===== config.mk =====
export PLATFORM = sky130hd
export DESIGN_NAME = instr_fetch_unit
export DESIGN_NICKNAME = d
export VERILOG_FILES = /design/src/rtl/instr_fetch_unit.sv
export SDC_FILE = /design/constraint.sdc
export NUM_CORES = 1
export LEC_CHECK = 0
export CORE_MARGIN = 1.5
export CORE_UTILIZATION = 55
export DETAILED_ROUTE_END_ITERATION = 12
export PLACE_DENSITY = 0.79
export SYNTH_ARGS = -nofsm -noshare
export SYNTH_HDL_FRONTEND = slang
export SYNTH_SLANG_ARGS = --single-unit

===== constraint.sdc =====
create_clock -name clk -period 4.2 [get_ports clk]
set_clock_uncertainty 0.05 [all_clocks]
set_input_delay 0.63 -clock clk [delete_from_list [all_inputs] [get_ports clk]]
set_output_delay 0.63 -clock clk [all_outputs]
set_load 0.01 [all_outputs]

===== src/rtl/instr_fetch_unit.sv =====
// ============================================================================
// instr_fetch_unit
// ----------------------------------------------------------------------------
// Receiving end of the program-memory load path plus the fetch front end.
// A loader writes instructions into on-chip program memory; on `run` the unit
// reads memory back sequentially from address 0 into a two-entry prefetch
// buffer and hands instructions to the decoder over a valid/ready handshake.
// Jumps redirect fetch; delivering HALT_OP stops fetching.
//
// Ports:
//   clk            in   clock, all state updates on the rising edge
//   rst            in   asynchronous, active-high reset
//   pmWrEn         in   program-memory write enable (ignored while fetching)
//   pm_addr        in   write address
//   instructionIn  in   write data
//   run            in   start fetching from address 0
//   jump_en        in   redirect fetch to jump_addr (FETCH state only)
//   jump_addr      in   jump target
//   instr_out      out  instruction at buffer head
//   pc_out         out  address of instr_out
//   instr_valid    out  buffer head valid
//   instr_ready    in   decoder accepts head
//   busy           out  state is FETCH
//   halted         out  state is HALT
//   wr_err         out  (only with IFU_WR_ERR_EN) one-cycle pulse after a
//                       write attempt was dropped because the unit was fetching
//
// Build option: define IFU_WR_ERR_EN to add the wr_err output.
// ============================================================================
module instr_fetch_unit #(
    parameter int                    ADD_WIDTH  = 4,
    parameter int                    DATA_WIDTH = 8,
    parameter logic [DATA_WIDTH-1:0] HALT_OP    = DATA_WIDTH'(8'hFF)
) (
    input  logic                  clk,
    input  logic                  rst,
    input  logic                  pmWrEn,
    input  logic [ADD_WIDTH-1:0]  pm_addr,
    input  logic [DATA_WIDTH-1:0] instructionIn,
    input  logic                  run,
    input  logic                  jump_en,
    input  logic [ADD_WIDTH-1:0]  jump_addr,
    output logic [DATA_WIDTH-1:0] instr_out,
    output logic [ADD_WIDTH-1:0]  pc_out,
    output logic                  instr_valid,
    input  logic                  instr_ready,
    output logic                  busy,
    output logic                  halted
`ifdef IFU_WR_ERR_EN
    ,
    output logic                  wr_err
`endif
);

    localparam int DEPTH = 2 ** ADD_WIDTH;

    typedef enum logic [1:0] {
        S_IDLE,
        S_LOAD,
        S_FETCH,
        S_HALT
    } state_e;

    // Program memory.
    logic [DATA_WIDTH-1:0] mem [DEPTH];

    state_e                state_q, state_d;
    logic [ADD_WIDTH-1:0]  pc_q, pc_d;
    logic [1:0]            cnt_q, cnt_d;
    logic [DATA_WIDTH-1:0] head_data_q, head_data_d;
    logic [ADD_WIDTH-1:0]  head_pc_q, head_pc_d;
    logic [DATA_WIDTH-1:0] tail_data_q, tail_data_d;
    logic [ADD_WIDTH-1:0]  tail_pc_q, tail_pc_d;
    logic                  busy_q, busy_d;
    logic                  halted_q, halted_d;
    logic                  wr_err_q, wr_err_d;

    logic                  in_fetch;
    logic                  mem_we;
    logic                  pop;
    logic                  halt_pop;
    logic                  run_accept;
    logic                  jump;
    logic                  push;
    logic                  flush;
    logic [DATA_WIDTH-1:0] fetch_data;

    assign fetch_data = mem[pc_q];

    // ------------------------------------------------------------------------
    // Control decode
    // ------------------------------------------------------------------------
    always_comb begin
        in_fetch   = (state_q == S_FETCH);
        mem_we     = pmWrEn && !in_fetch;
        pop        = (cnt_q != 2'd0) && instr_ready;
        // Halt wins over a same-cycle jump.
        halt_pop   = pop && (head_data_q == HALT_OP);
        // A same-cycle write beats run.
        run_accept = !in_fetch && run && !pmWrEn;
        jump       = in_fetch && jump_en && !halt_pop;
        // Fill while there is room, or when the full buffer is draining this
        // cycle; a redirect or halt discards the word read at the old pc.
        push       = in_fetch && !halt_pop && !jump &&
                     ((cnt_q != 2'd2) || pop);
        flush      = halt_pop || jump || run_accept;
    end

    // ------------------------------------------------------------------------
    // Next-state logic
    // ------------------------------------------------------------------------
    always_comb begin
        // NOTE: every signal driven here gets a default first, so no path
        // leaves a value unassigned and no latch is inferred.
        state_d     = state_q;
        pc_d        = pc_q;
        cnt_d       = cnt_q;
        head_data_d = head_data_q;
        head_pc_d   = head_pc_q;
        tail_data_d = tail_data_q;
        tail_pc_d   = tail_pc_q;
        wr_err_d    = in_fetch && pmWrEn;

        unique case (state_q)
            S_IDLE, S_LOAD, S_HALT: begin
                if (pmWrEn) begin
                    state_d = S_LOAD;
                end else if (run) begin
                    state_d = S_FETCH;
                end
            end
            S_FETCH: begin
                if (halt_pop) begin
                    state_d = S_HALT;
                end
            end
            default: state_d = S_IDLE;
        endcase

        if (run_accept) begin
            pc_d = '0;
        end else if (jump) begin
            pc_d = jump_addr;
        end else if (push) begin
            pc_d = pc_q + ADD_WIDTH'(1);  // wraps naturally at DEPTH-1
        end

        if (flush) begin
            cnt_d = 2'd0;
        end else begin
            unique case ({push, pop})
                2'b11: begin
                    if (cnt_q == 2'd2) begin
                        head_data_d = tail_data_q;
                        head_pc_d   = tail_pc_q;
                        tail_data_d = fetch_data;
                        tail_pc_d   = pc_q;
                    end else begin
                        head_data_d = fetch_data;
                        head_pc_d   = pc_q;
                    end
                end
                2'b01: begin
                    head_data_d = tail_data_q;
                    head_pc_d   = tail_pc_q;
                    cnt_d       = cnt_q - 2'd1;
                end
                2'b10: begin
                    if (cnt_q == 2'd0) begin
                        head_data_d = fetch_data;
                        head_pc_d   = pc_q;
                    end else begin
                        tail_data_d = fetch_data;
                        tail_pc_d   = pc_q;
                    end
                    cnt_d = cnt_q + 2'd1;
                end
                default: ;
            endcase
        end

        busy_d   = (state_d == S_FETCH);
        halted_d = (state_d == S_HALT);
    end

    // ------------------------------------------------------------------------
    // Registers
    // ------------------------------------------------------------------------
    // NOTE: state registers use non-blocking assignments so every flop samples
    // the pre-edge values regardless of statement order.
    always_ff @(posedge clk or posedge rst) begin
        if (rst) begin
            state_q     <= S_IDLE;
            pc_q        <= '0;
            cnt_q       <= 2'd0;
            head_data_q <= '0;
            head_pc_q   <= '0;
            tail_data_q <= '0;
            tail_pc_q   <= '0;
            busy_q      <= 1'b0;
            halted_q    <= 1'b0;
            wr_err_q    <= 1'b0;
        end else begin
            state_q     <= state_d;
            pc_q        <= pc_d;
            cnt_q       <= cnt_d;
            head_data_q <= head_data_d;
            head_pc_q   <= head_pc_d;
            tail_data_q <= tail_data_d;
            tail_pc_q   <= tail_pc_d;
            busy_q      <= busy_d;
            halted_q    <= halted_d;
            wr_err_q    <= wr_err_d;
        end
    end

    // NOTE: program memory has no reset so a loaded program survives rst and
    // the array can map onto plain RAM.
    always_ff @(posedge clk) begin
        if (mem_we) begin
            mem[pm_addr] <= instructionIn;
        end
    end

    // ------------------------------------------------------------------------
    // Outputs
    // ------------------------------------------------------------------------
    assign instr_out   = head_data_q;
    assign pc_out      = head_pc_q;
    assign instr_valid = (cnt_q != 2'd0);
    assign busy        = busy_q;
    assign halted      = halted_q;

`ifdef IFU_WR_ERR_EN
    assign wr_err = wr_err_q;
`else
    logic unused_wr_err;
    assign unused_wr_err = wr_err_q;
`endif

endmodule


# After elaboration in Yosys (flattened, before gate mapping)
# Memories as Yosys holds them, arrays and structs flattened.
# Index checks and enable logic that the tools add are counted.
[totals] regBits=34 ram_bits=128 inputBits=22 output_inout_bits=15 wordCells=78 mem_count=1
[mem_list] memory="mem" words=16 width=8 rd=1 rd_clocked_by_memory_dff=0 wr=1 line_no="65" rtl="logic [DATA_WIDTH-1:0] mem [DEPTH];"
[op_classes] n_addsub=3 n_eq_ne=14 mux=23 bitwise=1 n_reduce_logical=27
[op_table] cell="8-bit 2-to-1 mux" count=4
[op_table] cell="4-bit 2-to-1 mux" count=7
[op_table] cell="8-bit one-hot mux with 3 select lines" count=1
[op_table] cell="8-bit one-hot mux with 2 select lines" count=1
[op_table] cell="2-bit equality test (second input constant)" count=7
[op_table] cell="4-bit one-hot mux with 3 select lines" count=1
[op_table] cell="1-bit logical AND" count=10
[op_table] cell="3-bit nonzero test" count=3
[op_table] cell="8-bit equality test (second input constant)" count=1
[op_table] cell="2-bit 2-to-1 mux" count=4
[op_table] cell="2-bit inequality test (second input constant)" count=4
[op_table] cell="2-bit one-hot mux with 2 select lines" count=2
[op_table] cell="4-bit one-hot mux with 2 select lines" count=1
[op_table] cell="4-bit by 1-bit adder with 4-bit output (second input constant)" count=1
[op_table] cell="2-bit by 1-bit equality test with 1-bit output (second input constant)" count=2
[op_table] cell="1-bit logical NOT" count=4
[op_table] cell="2-bit logical NOT" count=2
[op_table] cell="4-bit AND reduction" count=1
[op_table] cell="2-bit nonzero test" count=2
[op_table] cell="1-bit logical OR" count=3
[op_table] cell="3-bit AND reduction" count=1
[op_table] cell="3-bit OR reduction" count=1
[op_table] cell="2-bit by 1-bit adder with 2-bit output (second input constant)" count=1
[op_table] cell="1-bit 2-to-1 mux" count=2
[op_table] cell="other kinds (2)" count=2

# Depth between registers and ports, before layout
# Gate-level depths: netlist of run 1.
[logic_depth] word_depth=11 depth_mapped=13

# Worst setup path after synthesis of run 1
# Ideal clock, no wire load.
[synth_path] path_kind="input port to flip-flop" from="input port instr_ready" to="register head_data_q[0], in the netlist instr_out[0]" setup_time_ps=126 arrival_ps=2804 t_required_ps=4024 slack_ps=1220 stages=11 cell_sequence="o21ai_2 o31ai_1 and3_1 inv_1 ha_1 nand3b_1 o21a_1 clkbuf_1 o21ai_0 nor2_1 a221o_1"
[synth_between] elab_chain_cells=10 elab_cells_between_ends=19 classes_between="eq/ne (4); mux (1); bitwise (1); reduce/logical (13)"
[synth_lines] element="start: declaration" line_no="46" rtl="input logic instr_ready,"
[synth_lines] element="1-bit logical AND *" line_no="96" rtl="pop = (cnt_q != 2'd0) && instr_ready;"
[synth_lines] element="1-bit logical AND" line_no="98" rtl="halt_pop = pop && (head_data_q == HALT_OP);"
[synth_lines] element="1-bit logical NOT" line_no="101, 104"
[synth_lines] element="1-bit logical AND" line_no="101" rtl="jump = in_fetch && jump_en && !halt_pop;"
[synth_lines] element="1-bit logical NOT" line_no="104" rtl="push = in_fetch && !halt_pop && !jump &&"
[synth_lines] element="1-bit logical AND (2 in a row)" line_no="104"
[synth_lines] element="2-bit equality test or 2-bit by 1-bit equality test with 1-bit output (tied branches)" line_no="151" rtl="unique case ({push, pop})"
[synth_lines] element="2-bit inequality test (no line) or 3-bit nonzero test (tied branches)"
[synth_lines] element="3-bit AND reduction (no line)"
[synth_lines] element="end signal: assignment" line_no="207" rtl="head_data_q <= head_data_d;"
[synth_lines] element="end: declaration" line_no="70" rtl="logic [DATA_WIDTH-1:0] head_data_q, head_data_d;"
# Every way passes the cells marked *; elsewhere a longest branch is shown, timed or not.
# A chain may end at the register's enable or synchronous reset.

# Worst setup path in the final report of run 1
[layout_path] from="input port instr_ready" to="register head_pc_q[3], in the netlist pc_out[3]"
[layout_between] elab_chain_cells=10 elab_cells_between_ends=19 classes_between="eq/ne (4); mux (1); bitwise (1); reduce/logical (13)"
[layout_lines] element="1-bit logical AND *" line_no="96"
[layout_lines] element="1-bit logical AND" line_no="98"
[layout_lines] element="1-bit logical NOT" line_no="101, 104"
[layout_lines] element="1-bit logical AND" line_no="101"
[layout_lines] element="1-bit logical NOT" line_no="104"
[layout_lines] element="1-bit logical AND (2 in a row)" line_no="104"
[layout_lines] element="2-bit equality test or 2-bit by 1-bit equality test with 1-bit output (tied branches)" line_no="151"
[layout_lines] element="2-bit inequality test (no line) or 3-bit nonzero test (tied branches)"
[layout_lines] element="3-bit AND reduction (no line)"
[layout_lines] element="end signal: assignment" line_no="208" rtl="head_pc_q <= head_pc_d;"
[layout_lines] element="end: declaration" line_no="71" rtl="logic [ADD_WIDTH-1:0] head_pc_q, head_pc_d;"
# Marks and branches as above.

==> key figures, run 1 <==
Timing
  – Fin. Hold Viols: 0
  – Final Max Tran Viols: 0
  – Final period utilization: between 80% and 90%
  – Final setup vio count: 0
  – Max Clk Rate: approximately 300 MHz
  – Measured slew at the worst slew-check pin: around 1100 ps
  – Unrepaired setup endpoints after global routing: no
  – Setup TNS: 0 ps
  – Max_slew headroom: ~25%
  – Minimum clock period: ~3400 ps

Hold path
  – Class of the worst hold path: reg2reg
  – Hold Path Origin: tail_pc_q[3]$_DFFE_PP0P_
  – Worst Hold Depth: 2
  – Min-Delay Endpoint: tail_pc_q[3]$_DFFE_PP0P_

Clock tree
  – Clock latency on the worst-skew pair: between 400 and 500 ps
  – Reg clk slew, reported paths: approximately 60 ps
  – Post-CTS setup repair buffer count: 0
  – Hold Buf Count CTS: 0
  – TritonCTS Sinks: 162
  – Root Driver: clkbuf_16
  – Clk buf depth: 2
  – PostCTS Resize Cnt: 0
  – H-tree Lvls: 4
  – CTS tree: done
  – Num CTS Buffers: 17

Worst setup path
  – Reg2reg end: pc_out[3]$_DFFE_PP0P_
  – Critical path's top delay family: compound AO/OA/AOI/OAI gates
  – Buffers & Inverters on Critical Path: 3
  – Critical path arrival: between 3000 and 4000 ps
  – Critical path startpoint category: input port
  – Critical path cell sequence: clkdlybuf4s50_1 -> o21ai_2 -> o31ai_1 -> buf_4 -> and3_1 -> inv_1 -> ha_1 -> o21ai_0 -> a22oi_1 -> o21ai_0
  – Worst Path Max Fanout: 11
  – CP endpoint kind: flop
  – Critical path's most frequent cell: o21ai_0
  – Register-to-Register Setup Slack: 1000 ps
  – Critical Setup Path Class: in2reg
  – Reg2Reg Depth: 9
  – Worst R2R Start: cnt_q[0]$_DFFE_PP0P_
  – Req. time, crit path: about 4500 ps
  – CP max-delay cell: o21ai_0
  – Max incr delay on CP: around 880 ps

Cells and area
  – Finished Core Util: 64.86%
  – Fillers: 823
  – Area Overhead vs Synth: 15.65%
  – Final net count: roughly 480
  – Share of cells above drive strength 1: approximately 17%
  – Antenna cell count: 0

Place
  – Dpl hpwl: around 8800 microns
  – Routability cong.: slightly above 0.8
  – # port buffers: 36

Global route
  – Grt ovf: 0
  – Initial antenna violation count: 0
  – Largest net degree at the start of global routing: 35
  – Vias in the first global route: between 3k and 4k
  – First-pass GRT wire length: 20840 microns
  – GRT Util Overall: a little under a quarter

Synthesis
  – Synthesized instance count: 410
  – Avg Cell Area, Syn: roughly 16 sq um
  – Post-synth top flop: edfxtp_1
  – Post-Syn Nets: between 400 and 500
  – #FFs+latches synth: around 160
  – Yosys cell types: 46
  – Top post-synthesis cells by area: edfxtp_1, dfrtp_1, mux4_2
  – YS warnings: 0
  – Post-Syn Area: 6709 sq um
  – Post-synth EDFFs: approximately 130
  – Top cell type's share of synthesized area: 57.29%
  – Sequential area share after synthesis: between 60% and 70%
  – Synth area leader: edfxtp_1
  – Synth async-reset ratio: around a fifth

Route
  – Initial drt markers: between 300 and 400
  – Post-Route WL: around 13000 microns
  – DRC: 0
  – Average wire per standard cell: 21.70 microns
  – DR pass1 iterations: 5
  – Via count: 3723
  – ANT nets after route: 0
  – Routed vias/inst: 6.044

Floorplanning
  – Die H: around 110 microns
  – Die area: 12870 sq um
  – Starting Density: a little under three fifths
  – Cell Rows: 40
  – Die width: ~110 microns
  – Io pins: 37
  – Core area: 11960 sq um

Power and ir drop
  – Lkg Pwr: approximately 0.0027 uW
  – Int Power: roughly 3200 uW
  – Maximum vdd drop: ~360 uV
  – Clock power frac: 31.1%
  – Register share of total power: around 45%
  – Logic gate share of total power: between 20% and 30%
  – Power Dens Cells: 588.2 nW/um^2
  – Sw Pwr: around 1300 uW
  – Sw frac: between 20 and 30%
  – Pwr Total: between 4000 and 5000 uW

Status
  – Outcome: finished, final reports clean

Run
  – Max_cap viols: 0
## cells by family after synthesis
logic type | synth area share (%)
buf+inv | 2.238
simple gates | 6.434
fa+ha+maj | 0.9325
flops | 69.97
compound gates | 6.695
xor+xnor | 0.2611
mux | 13.47
## per-stage QoR
step,setup slack [ps],hold WS [ps],instances,area (sq um)
global route,529.2,472.0,616,7759
CTS,898.9,445.6,616,7759
global placement,671.9,421.6,584,7217
detailed placement,459.6,430.0,584,7217
floorplan,1220,400.7,410,6709
finish,836.8,444.3,616,7759
## routing by layer
| layer | GRT usage (%) | wire [microns] |
|---|---|---|
| met2 | 37.09 | 6787 |
| met5 | 0 | 0 |
| met4 | 6.750 | 155 |
| met1 | 30.30 | 5848 |
| met3 | 6.004 | 576 |
## how the worst max path moves through the flow
| stage | start | to | cells after the start |
|---|---|---|---|
| global placement | instr_ready | instr_out[0]$_DFFE_PP0P_ | 11 |
| finish | instr_ready | pc_out[3]$_DFFE_PP0P_ | 10 |
| detailed placement | instr_ready | pc_out[3]$_DFFE_PP0P_ | 10 |
| floorplan | instr_ready | instr_out[0]$_DFFE_PP0P_ | 11 |
| global route | instr_ready | pc_out[2]$_DFFE_PP0P_ | 10 |
| CTS | instr_ready | pc_out[3]$_DFFE_PP0P_ | 10 |
## power groups by stage
stage	combinational [uW]	clock (uW)	sequential [uW]
final	1110	1420	2040
after global routing	1210	1510	2060
after CTS	1110	1440	2040
after detailed placement	1110	0	2070
after global placement	1070	0	2060
after floorplan	834	0	2000
## Yosys cell counts, types with 6 or more instances
cell,count
a22oi_1,7
mux2_2,9
a21oi_1,18
inv_1,10
clkbuf_1,8
mux2i_1,10
o21ai_0,19
nor2_1,33
dfrtp_1,34
nor3_1,6
mux4_2,30
edfxtp_1,128
nand2_1,27
## flip-flops by register name (all words and copies together), names as in the netlist
name and cells:
mem 128, instr_out 8, tail_data_q 8, pc_out 4, pc_q 4, tail_pc_q 4, cnt_q 2, state_q 2
busy 1, halted 1
## worst min-delay path, delay by kind of cell (launching register included)
kind	cells	cell delay (ps)
and+or+nand+nor	1	50
AOI/OAI and AO/OA	1	60
DFF	1	350
## area by class of cell
| class | count | area (sq um) | share of cell area [%] |
|---|---|---|---|
| inverter | 10 | 37.54 | 0.4838 |
| timing repair buffer | 46 | 435.4 | 5.612 |
| clock buffer | 19 | 432.9 | 5.580 |
| multi-input combinational | 219 | 1864 | 24.03 |
| clock inverter | 13 | 108.9 | 1.403 |
| sequential | 162 | 4696 | 60.52 |
| tap | 147 | 183.9 | 2.371 |
## cell usage in the layout, fill, tap and decap left out, types with 5 or more instances in the layout
cell type	instances
mux4_2	30
o21ai_0	19
nor3_1	6
dfrtp_1	33
ha_1	5
a21oi_1	18
clkbuf_16	17
buf_4	10
nor2_1	33
mux2_2	9
inv_6	5
a22oi_1	7
edfxtp_1	128
inv_1	10
mux2i_1	10
clkdlybuf4s50_1	36
nand2_1	27
No activity file was read; power rests on OpenSTA's default activity.
==> run 2, diff against run 1 <==
--- a/config.mk
+++ b/config.mk
@@ -6,9 +6,9 @@
 export NUM_CORES = 1
 export LEC_CHECK = 0
 export CORE_MARGIN = 1.5
-export CORE_UTILIZATION = 55
+export CORE_UTILIZATION = 53
 export DETAILED_ROUTE_END_ITERATION = 12
-export PLACE_DENSITY = 0.79
+export PLACE_DENSITY = 0.8
 export SYNTH_ARGS = -nofsm -noshare
 export SYNTH_HDL_FRONTEND = slang
 export SYNTH_SLANG_ARGS = --single-unit
==> constraint.sdc (replaced) <==
create_clock -name clk -period 2.9 [get_ports clk]
set_clock_uncertainty 0.05 [all_clocks]
set_input_delay 0.435 -clock clk [delete_from_list [all_inputs] [get_ports clk]]
set_output_delay 0.435 -clock clk [all_outputs]
set_load 0.01 [all_outputs]
==> key figures, run 2 (synthesized netlist as in run 1, its figures left out) <==
Route
  – Routed vias/inst: slightly below 6
  – Post-Route WL: 14150 microns
  – Initial drt markers: ~400
  – Average wire per standard cell: around 21 microns
  – Via count: around 4k
  – DRC: 0
  – DR pass1 iterations: 6
  – ANT nets after route: 0

Clock tree
  – Reg clk slew, reported paths: about 70 ps
  – TritonCTS Sinks: ~160
  – CTS tree: done
  – Clock latency on the worst-skew pair: 430 ps
  – Post-CTS setup repair buffer count: 0
  – Clk buf depth: 2
  – H-tree Lvls: 4
  – Root Driver: clkbuf_16
  – Num CTS Buffers: 17

Worst setup path
  – Reg2reg end: instr_out[1]$_DFFE_PP0P_
  – CP max-delay cell: dfrtp_1
  – CP endpoint kind: flop
  – Register-to-Register Setup Slack: between 100 and 150 ps
  – Max incr delay on CP: 400 ps
  – Critical Path Sink: instr_out[1]$_DFFE_PP0P_
  – Critical path's top delay family: compound AO/OA/AOI/OAI gates
  – Worst Path Max Fanout: 7
  – Worst R2R Start: instr_out[5]$_DFFE_PP0P_
  – Req. time, crit path: 3160 ps
  – Crit. Startpoint: instr_out[5]$_DFFE_PP0P_
  – Reg2Reg Depth: 10
  – Buffers & Inverters on Critical Path: 1
  – Critical path startpoint category: flop
  – Critical path cell sequence: nand4_1 -> o31ai_2 -> and3_1 -> inv_1 -> ha_1 -> nand3b_1 -> o21a_1 -> o21ai_0 -> nor2_1 -> a221o_1
  – Critical path arrival: just over 3000 ps
  – CP Depth: 10
  – Critical Setup Path Class: reg2reg

Global route
  – Largest net degree at the start of global routing: 35
  – First-pass GRT wire length: roughly 22000 microns
  – Vias in the first global route: 3994
  – Grt ovf: 0
  – Initial antenna violation count: 0
  – GRT Util Overall: 23.27%

Cells and area
  – Most common cell after layout, fill and taps aside: edfxtp_1
  – Antenna cell count: 0
  – Reg with most FFs: mem
  – Design area: approximately 8100 sq um
  – Final net count: just over 500
  – Leading cell types in the layout, fill and taps excluded: edfxtp_1, clkdlybuf4s50_1, buf_4
  – Area Overhead vs Synth: 20.24%
  – Number of flip-flops under the largest register name: roughly 130
  – Fillers: 824
  – Share of cells above drive strength 1: between 20% and 30%

Power and ir drop
  – Power Dens Cells: 858.5 nW/um^2
  – Int Power: around 4900 uW
  – Sw Pwr: ~2000 uW
  – Pwr Total: approximately 7000 uW
  – Register share of total power: around 43%
  – Sw frac: ~29%
  – Lkg Pwr: 0.002848 uW
  – Clock power frac: 31.6%
  – Logic gate share of total power: about a quarter
  – Maximum vdd drop: between 700 and 800 uV

Floorplanning
  – Die area: between 10000 and 15000 sq um
  – Die width: between 100 and 150 microns
  – Core area: roughly 12000 sq um
  – Die H: ~120 microns
  – Io pins: 37
  – Starting Density: 55.16%
  – Cell Rows: 40

Status
  – Outcome: finished, final reports clean

Timing
  – Minimum clock period: about 2800 ps
  – Max Clk Rate: 363.1 MHz
  – Final setup vio count: 0
  – Measured slew at the worst slew-check pin: around 630 ps
  – Max_slew headroom: between 50 and 60%
  – Unrepaired setup endpoints after global routing: no
  – Final period utilization: approximately 95%
  – Final Max Tran Viols: 0
  – Fin. Hold Viols: 0

Hold path
  – Class of the worst hold path: in2async

Place
  – # port buffers: 36
  – Dpl hpwl: between 9000 and 10000 microns
  – Placed inst area: ~7500 sq um
  – Routability cong.: 0.9039

Run
  – Max_cap viols: 0
## run 2: changes by cell type in the layout (fill, tap and decap cells not counted), moves of 2 or more
cell and delta:
buf_4 +25, clkinv_1 -3, clkinv_4 +3, buf_12 +2, inv_6 -2
## run 2: worst min-delay path, stage by stage
cell             delay, ps
clkdlybuf4s50_1        390
inv_1                   50
buf_4                  370
## run 2: worst min-delay path by stage
stage | endpoint | depth (start not counted) | slack (ps)
finish | halted$_DFF_PP0_ | 3 | 350
global route | state_q[1]$_DFF_PP0_ | 3 | 410
global placement | pc_out[0]$_DFFE_PP0P_ | 2 | 420
detailed placement | pc_out[0]$_DFFE_PP0P_ | 2 | 420
floorplan | tail_pc_q[2]$_DFFE_PP0P_ | 2 | 400
CTS | cnt_q[0]$_DFFE_PP0P_ | 3 | 360
## run 2: final cells by class
cell class              instances  area (sq um)  share of cell area [%]
flip-flops and latches        162          4697                   58.23
multi-input cells             219          1874                   23.24
repair buffers                 73         663.1                   8.221
clock buffers                  18         429.2                   5.320
well taps                     168         210.2                   2.606
clock inverters                14         155.1                   1.923
inverters                      10         37.54                  0.4653
## run 2: timing repair
action | in CTS | in global routing
resized for setup | 0 | 4
hold buffers | 0 | 0
endpoints found under the hold margin | 0 | 0
setup endpoints to repair | 0 | 10
## run 2: metrics by stage
| stage | hold slack [ps] | instances | util [%] | setup TNS (ps) | setup slack, ps |
|---|---|---|---|---|---|
| after floorplan | 400.7 | 410 | - | 0 | 41.24 |
| after global placement | 416.2 | 632 | 61.43 | 0 | 36.45 |
| after detailed placement | 419.8 | 632 | 61.43 | -885.0 | -149.9 |
| after CTS | 363.5 | 664 | 66.23 | 0 | 139.1 |
| after global routing | 411.6 | 664 | 66.33 | 0 | 5.481 |
| final | 348.0 | 664 | 66.33 | 0 | 146.2 |
## run 2: power by group through the flow
stage,combinational [uW],sequential (uW),clock (uW)
floorplan,1210,2900,0
global placement,1680,3000,0
detailed placement,1740,3010,0
global route,1910,3000,2320
finish,1770,2970,2190
CTS,1770,2960,2210
## run 2: metal layers
layer | share of wire, % | GRT usage, % | vias up
met5 | 0 | 0 | -
met4 | 1.3 | 7.654 | 0
met3 | 6.2 | 5.596 | 17
met2 | 51 | 37.95 | 176
met1 | 42 | 31.28 | 1958
li1 | - | - | 1757
